### config.mk
export PLATFORM = sky130hd
export DESIGN_NAME = sup_counter
export DESIGN_NICKNAME = d
export VERILOG_FILES = /design/src/rtl/sup_counter_pkg.sv /design/src/rtl/sup_prescaler.sv /design/src/rtl/sup_counter.sv
export SDC_FILE = /design/constraint.sdc
export NUM_CORES = 1
export LEC_CHECK = 0
export CAP_MARGIN = 20
export CORE_AREA = 2 2 39 41
export DETAILED_ROUTE_END_ITERATION = 8
export DIE_AREA = 0 0 41 43
export PLACE_DENSITY = 0.52
export SYNTH_ARGS = -nofsm -noshare
export SYNTH_HDL_FRONTEND = slang
export SYNTH_SLANG_ARGS = --single-unit
### constraint.sdc
create_clock -name c -period 1.6 [get_ports c]
set_input_delay 0.4 -clock c [delete_from_list [all_inputs] [get_ports c]]
set_output_delay 0.4 -clock c [all_outputs]
set_load 0.02 [all_outputs]
### src/rtl/sup_counter_pkg.sv
// Shared constants for the supervised counter: overflow modes and parameter defaults.
package sup_counter_pkg;

  typedef enum logic {
    WRAP = 1'b0,
    SAT  = 1'b1
  } mode_e;

  localparam int DEF_WIDTH = 3;
  localparam int DEF_MAXV  = 7;
  localparam int DEF_DIV   = 1;

endpackage

### src/rtl/sup_prescaler.sv
// Enable prescaler: emits one tick per DIV enabled cycles; restart forces it back to phase 0.
module sup_prescaler
  import sup_counter_pkg::*;
#(
  parameter int DIV = DEF_DIV
) (
  input  logic c,
  input  logic r,
  input  logic en,
  input  logic restart,
  output logic tick
);

  // A one-bit phase register is kept even for DIV=1; it then never leaves 0.
  localparam int PW = (DIV > 1) ? $clog2(DIV) : 1;
  localparam logic [PW-1:0] LAST = PW'(DIV - 1);

  logic [PW-1:0] cnt;

  assign tick = en && (cnt == LAST);

  // NOTE: sequential state uses non-blocking assignments so every register samples pre-edge values.
  always_ff @(posedge c) begin
    if (r || restart) begin
      cnt <= '0;
    end else if (tick) begin
      cnt <= '0;
    end else if (en) begin
      cnt <= cnt + PW'(1);
    end
  end

endmodule

### src/rtl/sup_counter.sv
// Modulo-(MAXV+1) counter with prescaled enable, clamped parallel load,
// wrap/saturate overflow mode and a sticky overflow flag.
module sup_counter
  import sup_counter_pkg::*;
#(
  parameter int WIDTH = DEF_WIDTH,
  parameter int MAXV  = DEF_MAXV,
  parameter int DIV   = DEF_DIV
) (
  input  logic             c,
  input  logic             r,
  input  logic             en,
  input  logic             ld,
  input  logic [WIDTH-1:0] d,
  input  logic             sat,
  input  logic             clr,
  output logic [WIDTH-1:0] c0,
  output logic             tc,
  output logic             ovf
);

  localparam logic [WIDTH-1:0] MAX = WIDTH'(MAXV);

  logic             tick;
  logic [WIDTH-1:0] c0_next;
  logic             ovf_next;

  sup_prescaler #(.DIV(DIV)) u_prescaler (
    .c       (c),
    .r       (r),
    .en      (en),
    .restart (ld),
    .tick    (tick)
  );

  // NOTE: every signal driven here gets a default first, so no path can infer a latch.
  always_comb begin
    c0_next  = c0;
    ovf_next = ovf & ~clr;
    if (ld) begin
      c0_next = (d > MAX) ? MAX : d;
    end else if (tick) begin
      if (c0 < MAX) begin
        c0_next = c0 + WIDTH'(1);
      end else begin
        // An overflow event beats a simultaneous clear.
        ovf_next = 1'b1;
        c0_next  = (mode_e'(sat) == SAT) ? MAX : '0;
      end
    end
  end

  always_ff @(posedge c) begin
    if (r) begin
      c0  <= '0;
      ovf <= 1'b0;
    end else begin
      c0  <= c0_next;
      ovf <= ovf_next;
    end
  end

  assign tc = (c0 == MAX);

endmodule

Word level (Yosys, flattened, before mapping)
Index checks and enable logic that the tools add are counted.
{ "op_classes": {"eq_ne": 1, "order_cmp": 2, "bitwise_logic": 3, "reduce_logical": 4, "addsub": 2, "n_mux": 8} }
{ "op_table": {"columns": ["op", "count"], "rows": [
  ["$mux 3", 5],
  ["$add 3x1->3 const B", 1],
  ["$eq 3x3->1 const B", 1],
  ["$gt 3x3->1 const B", 1],
  ["$lt 3x3->1 const B", 1],
  ["$mux 1", 3],
  ["$not 1->1", 2],
  ["$reduce_bool 2->1", 1],
  ["$reduce_or 2->1", 1],
  ["$add 1x1->1 const B", 1],
  ["$and 1x1->1", 1],
  ["$logic_and 1x1->1", 1],
  ["$logic_or 1x1->1", 1]
]} }
{ "totals": {"ff_bits": 5, "wordCells": 23, "out_inout_bits": 5, "inputBits": 9} }

Depth between registers and ports, before layout
{ "depth": {"ltp_word": 5, "depth_mapped": 4, "mapped_depth_nobuf": 4} }

Modules after synthesis
From an unflattened synthesis, not the netlist that was laid out.
{ "unflattened": {"cells_unflattened": 30, "hier_area_um2": 304.0} }
{ "by_module_without_submodules": {"columns": ["module", "cells_each", "area_each_um2", "instances", "seq_area_each_um2"], "rows": [
  ["sup_counter", 27, 262.8, 1, 80.1],
  ["sup_prescaler", 3, 41.3, 1, 20.0]
]} }

Worst setup path before layout
Ideal clock, no wire load.
{ "synth_timing": {"path_type": "flip-flop to flip-flop", "start": "register c0[0]", "end": "register c0[2]", "t_required_ps": 1497, "period_less_slack_ps": 1362, "path_slack_ps": 238, "setup_ps": 103, "path_buffers": 0, "stages_incl_launch_ff": 5, "t_arrival_ps": 1259, "cell_sequence": "dfxtp_1 > ha_1 > ha_1 > nand2_1 > a2111oi_2"} }
{ "synth_via": {"elab_chain_cells": 4, "elab_cells_between_ends": 5, "cone_classes": "1 x add/sub; 1 x order compare; 3 x mux"} }
{ "synth_rtl": {"columns": ["element", "line", "source"], "rows": [
  ["start: declaration", "sup_counter.sv:17", "output logic [WIDTH-1:0] c0,"],
  ["start signal: assignment", "sup_counter.sv:58", "c0 <= c0_next;"],
  ["$add 3x1->3 / $lt 3x3->1 (equally long branches)", "sup_counter.sv:44, sup_counter.sv:43", null],
  ["$mux 3 *", "sup_counter.sv:43", "if (c0 < MAX) begin"],
  ["$mux 3 *", "sup_counter.sv:42", "end else if (tick) begin"],
  ["$mux 3 *", "sup_counter.sv:40", "if (ld) begin"]
]} }
Mark *: on every way between the ends. The rest lies on a longest branch, timed or not. The select of a mux whose other input is x is not followed.
A chain may end at the register's enable or synchronous reset.

Worst setup path after layout
{ "layout_timing": {"start": "register c0[0]", "end": "output tc"} }
{ "layout_via": {"elab_chain_cells": 1} }
{ "layout_rtl": {"columns": ["element", "line", "source"], "rows": [
  ["$eq 3x3->1", "sup_counter.sv:63", "assign tc = (c0 == MAX);"],
  ["end: declaration", "sup_counter.sv:18", "output logic tc,"]
]} }
Every way passes these cells.

==> out/metrics.csv <==
metric,value,unit
status,completed,
clock sinks,5,
main area contributors after synthesis,"dfxtp_1 (36%), a2111oi_2 (11%), ha_1 (9.0%)",
port buffer count,13,
CTS Root Cell,clkbuf_4,
largest net degree at the start of global routing,6,
asr flop ratio synth,0,%
All-Layer GR Usage,8.44,%
layout cells sized above 1,27.5,%
filler instances,155,
DR iter-0 viols,6,
worst reg2reg setup slack,0.35,ns
first-pass GRT wire length,979,um
max cap viols,0,
HPWL after DPL,503,um
Static Leakage,0.223,nW
period utilisation layout,91.0,%
Fin Clk Skew,0.00167,ns
Seq cells post-synth,5,
FP Rows,14,
library cells used by synthesis,17,
Post-synth top cells,"dfxtp_1 (5), nor2b_1 (3)",
crit path DAT,1.06,ns
cts bufs inserted,3,
Post-synth EDFFs,0,
Max Transition Viols Final,0,
synthesized area,279,um^2
VDD IR max,0.388,mV
clk buf depth,2,
Hold WC Path Type,flop to flop,
Initial Utilization,20.2,%
I/O pin count,14,
area fraction of the dominant cell type after synthesis,35.9,%
type of destination of the critical path,output port,
Multi-input gate area,175,um^2
total congestion overflow,0,
drt drc,0,
leading area contributor after synthesis,dfxtp_1,
most common flop cell mapped by yosys,dfxtp_1,
H-tree levels,1,
Total Nets Final,63,
Die W,41,um
die area,1760,um^2
DRT Pass-1 Iters,2,
Worst-Margin Slew,0.254,ns
layout overhead on the synthesized area,77.1,%
pwr dens,763,nW/um^2
nature of the critical path startpoint,flop,
WL/cell,8.97,um
synthesized area per cell,9.96,um^2
via count,292,
"Setup violations, final",0,
Post-Syn Instances,28,
WS Path Type,flop to output port,
core footprint,1380,um^2
register area,100,um^2
routed wire length,601,um
vias in the first global route,256,
Worst-Skew Late Latency,0.24,ns
CTS tree,done,
"Clk pin slew, worst setup/hold paths",0.05,ns
Final ANT Viol Nets,0,
Peak Freq,687,MHz
initial antenna violation count,0,
post-route cell area,494,um^2
total placed instance area,474,um^2
GPL Wtd Cong,0.760,
unrepaired setup endpoints after global routing,no,
antenna cells,0,
# hold bufs at CTS,0,
yosys synthesis warning count,0,
sequential fraction of the synthesis area,35.9,%
top-count cell post-synth,dfxtp_1,
Fin. Hold Viols,0,
die height,43,um
syn_nets,39,
WP data required,1.20,ns
Slew headroom,83.0,%
Pwr Total,0.000377,W
Worst Path Max Fanout,2,
setup repair bufs after CTS,0,
drt via density,4.36,
min Tclk post-route,1.46,ns
per-layer routing:
metal / wire length, um / GRT usage [%] / vias to the layer above
li1: - / - / 154
met3: 64 / 7.85 / 0
met4: 0 / 0 / 0
met2: 271 / 11.3 / 13
met1: 265 / 10.6 / 125
met5: 0 / 0 / -
cell type report:
type                            count  area share (%)
Tap cell                           16            4.05
Sequential cell                     5            20.3
Clock buffer                        4            5.32
Inverter                            1           0.759
Timing Repair Buffer               19            34.2
Multi-Input combinational cell     22            35.4
metrics by stage:
step | worst slack, ns | setup TNS, ns | utilization [%] | hold slack (ns) | std cells
CTS | -0.00142 | -0.00142 | 35.9 | 0.473 | 67
global route | 0.103 | 0 | 35.7 | 0.514 | 67
floorplan | 0.238 | 0 | - | 0.469 | 28
finish | 0.144 | 0 | 35.7 | 0.465 | 67
global placement | 0.0153 | 0 | 34.3 | 0.465 | 63
detailed placement | -0.00881 | -0.00881 | 34.3 | 0.465 | 63
placed cells by master (no fill, tap or decap), drive strengths merged, types with 3 or more instances in the layout:
master / count
clkdlybuf4s50: 8
buf: 6
dfxtp: 5
clkbuf: 5
nor2b: 3
dlygate4sd2: 3
cells by family (layout without fill, tap and decap cells):
| group | after synthesis | after routing | share of synthesized area (%) |
|---|---|---|---|
| and+or+nand+nor | 14 | 14 | 32.7 |
| DFF | 5 | 5 | 35.9 |
| adders and majority gates | 2 | 2 | 8.97 |
| AOI/OAI and AO/OA | 6 | 6 | 21.1 |
| buffers and inverters | 1 | 24 | 1.34 |
sequential cells by signal, indices dropped and copies added, names as in the netlist:
name and count:
c0 3, ovf 1, u_prescaler.cnt 1
worst paths after layout:
kind / end / cells after the start / startpoint
worst min-delay path: ovf / 2 / ovf
worst max register to register: c0[2] / 4 / c0[0]
worst max-delay path: tc / 3 / c0[0]
worst min register to register: ovf / 2 / ovf
where the power goes:
group / switching (W) / internal [W]
clock network: 0.0000536 / 0.0000944
logic: 0.0000420 / 0.0000515
registers: 0.00000378 / 0.000132
worst max-delay path, cell delays in order, from the launching register on:
cell and delay [ns]:
dfxtp_1 0.31, ha_1 0.19, ha_1 0.17, clkbuf_2 0.15
timing repair:
action                                  4_1_cts  5_1_grt
resized for setup                             5        2
endpoints found under the hold margin         0        0
endpoints found under the setup margin        4        2
gates cloned                                  0        0
(Power assumes the default switching activity.)
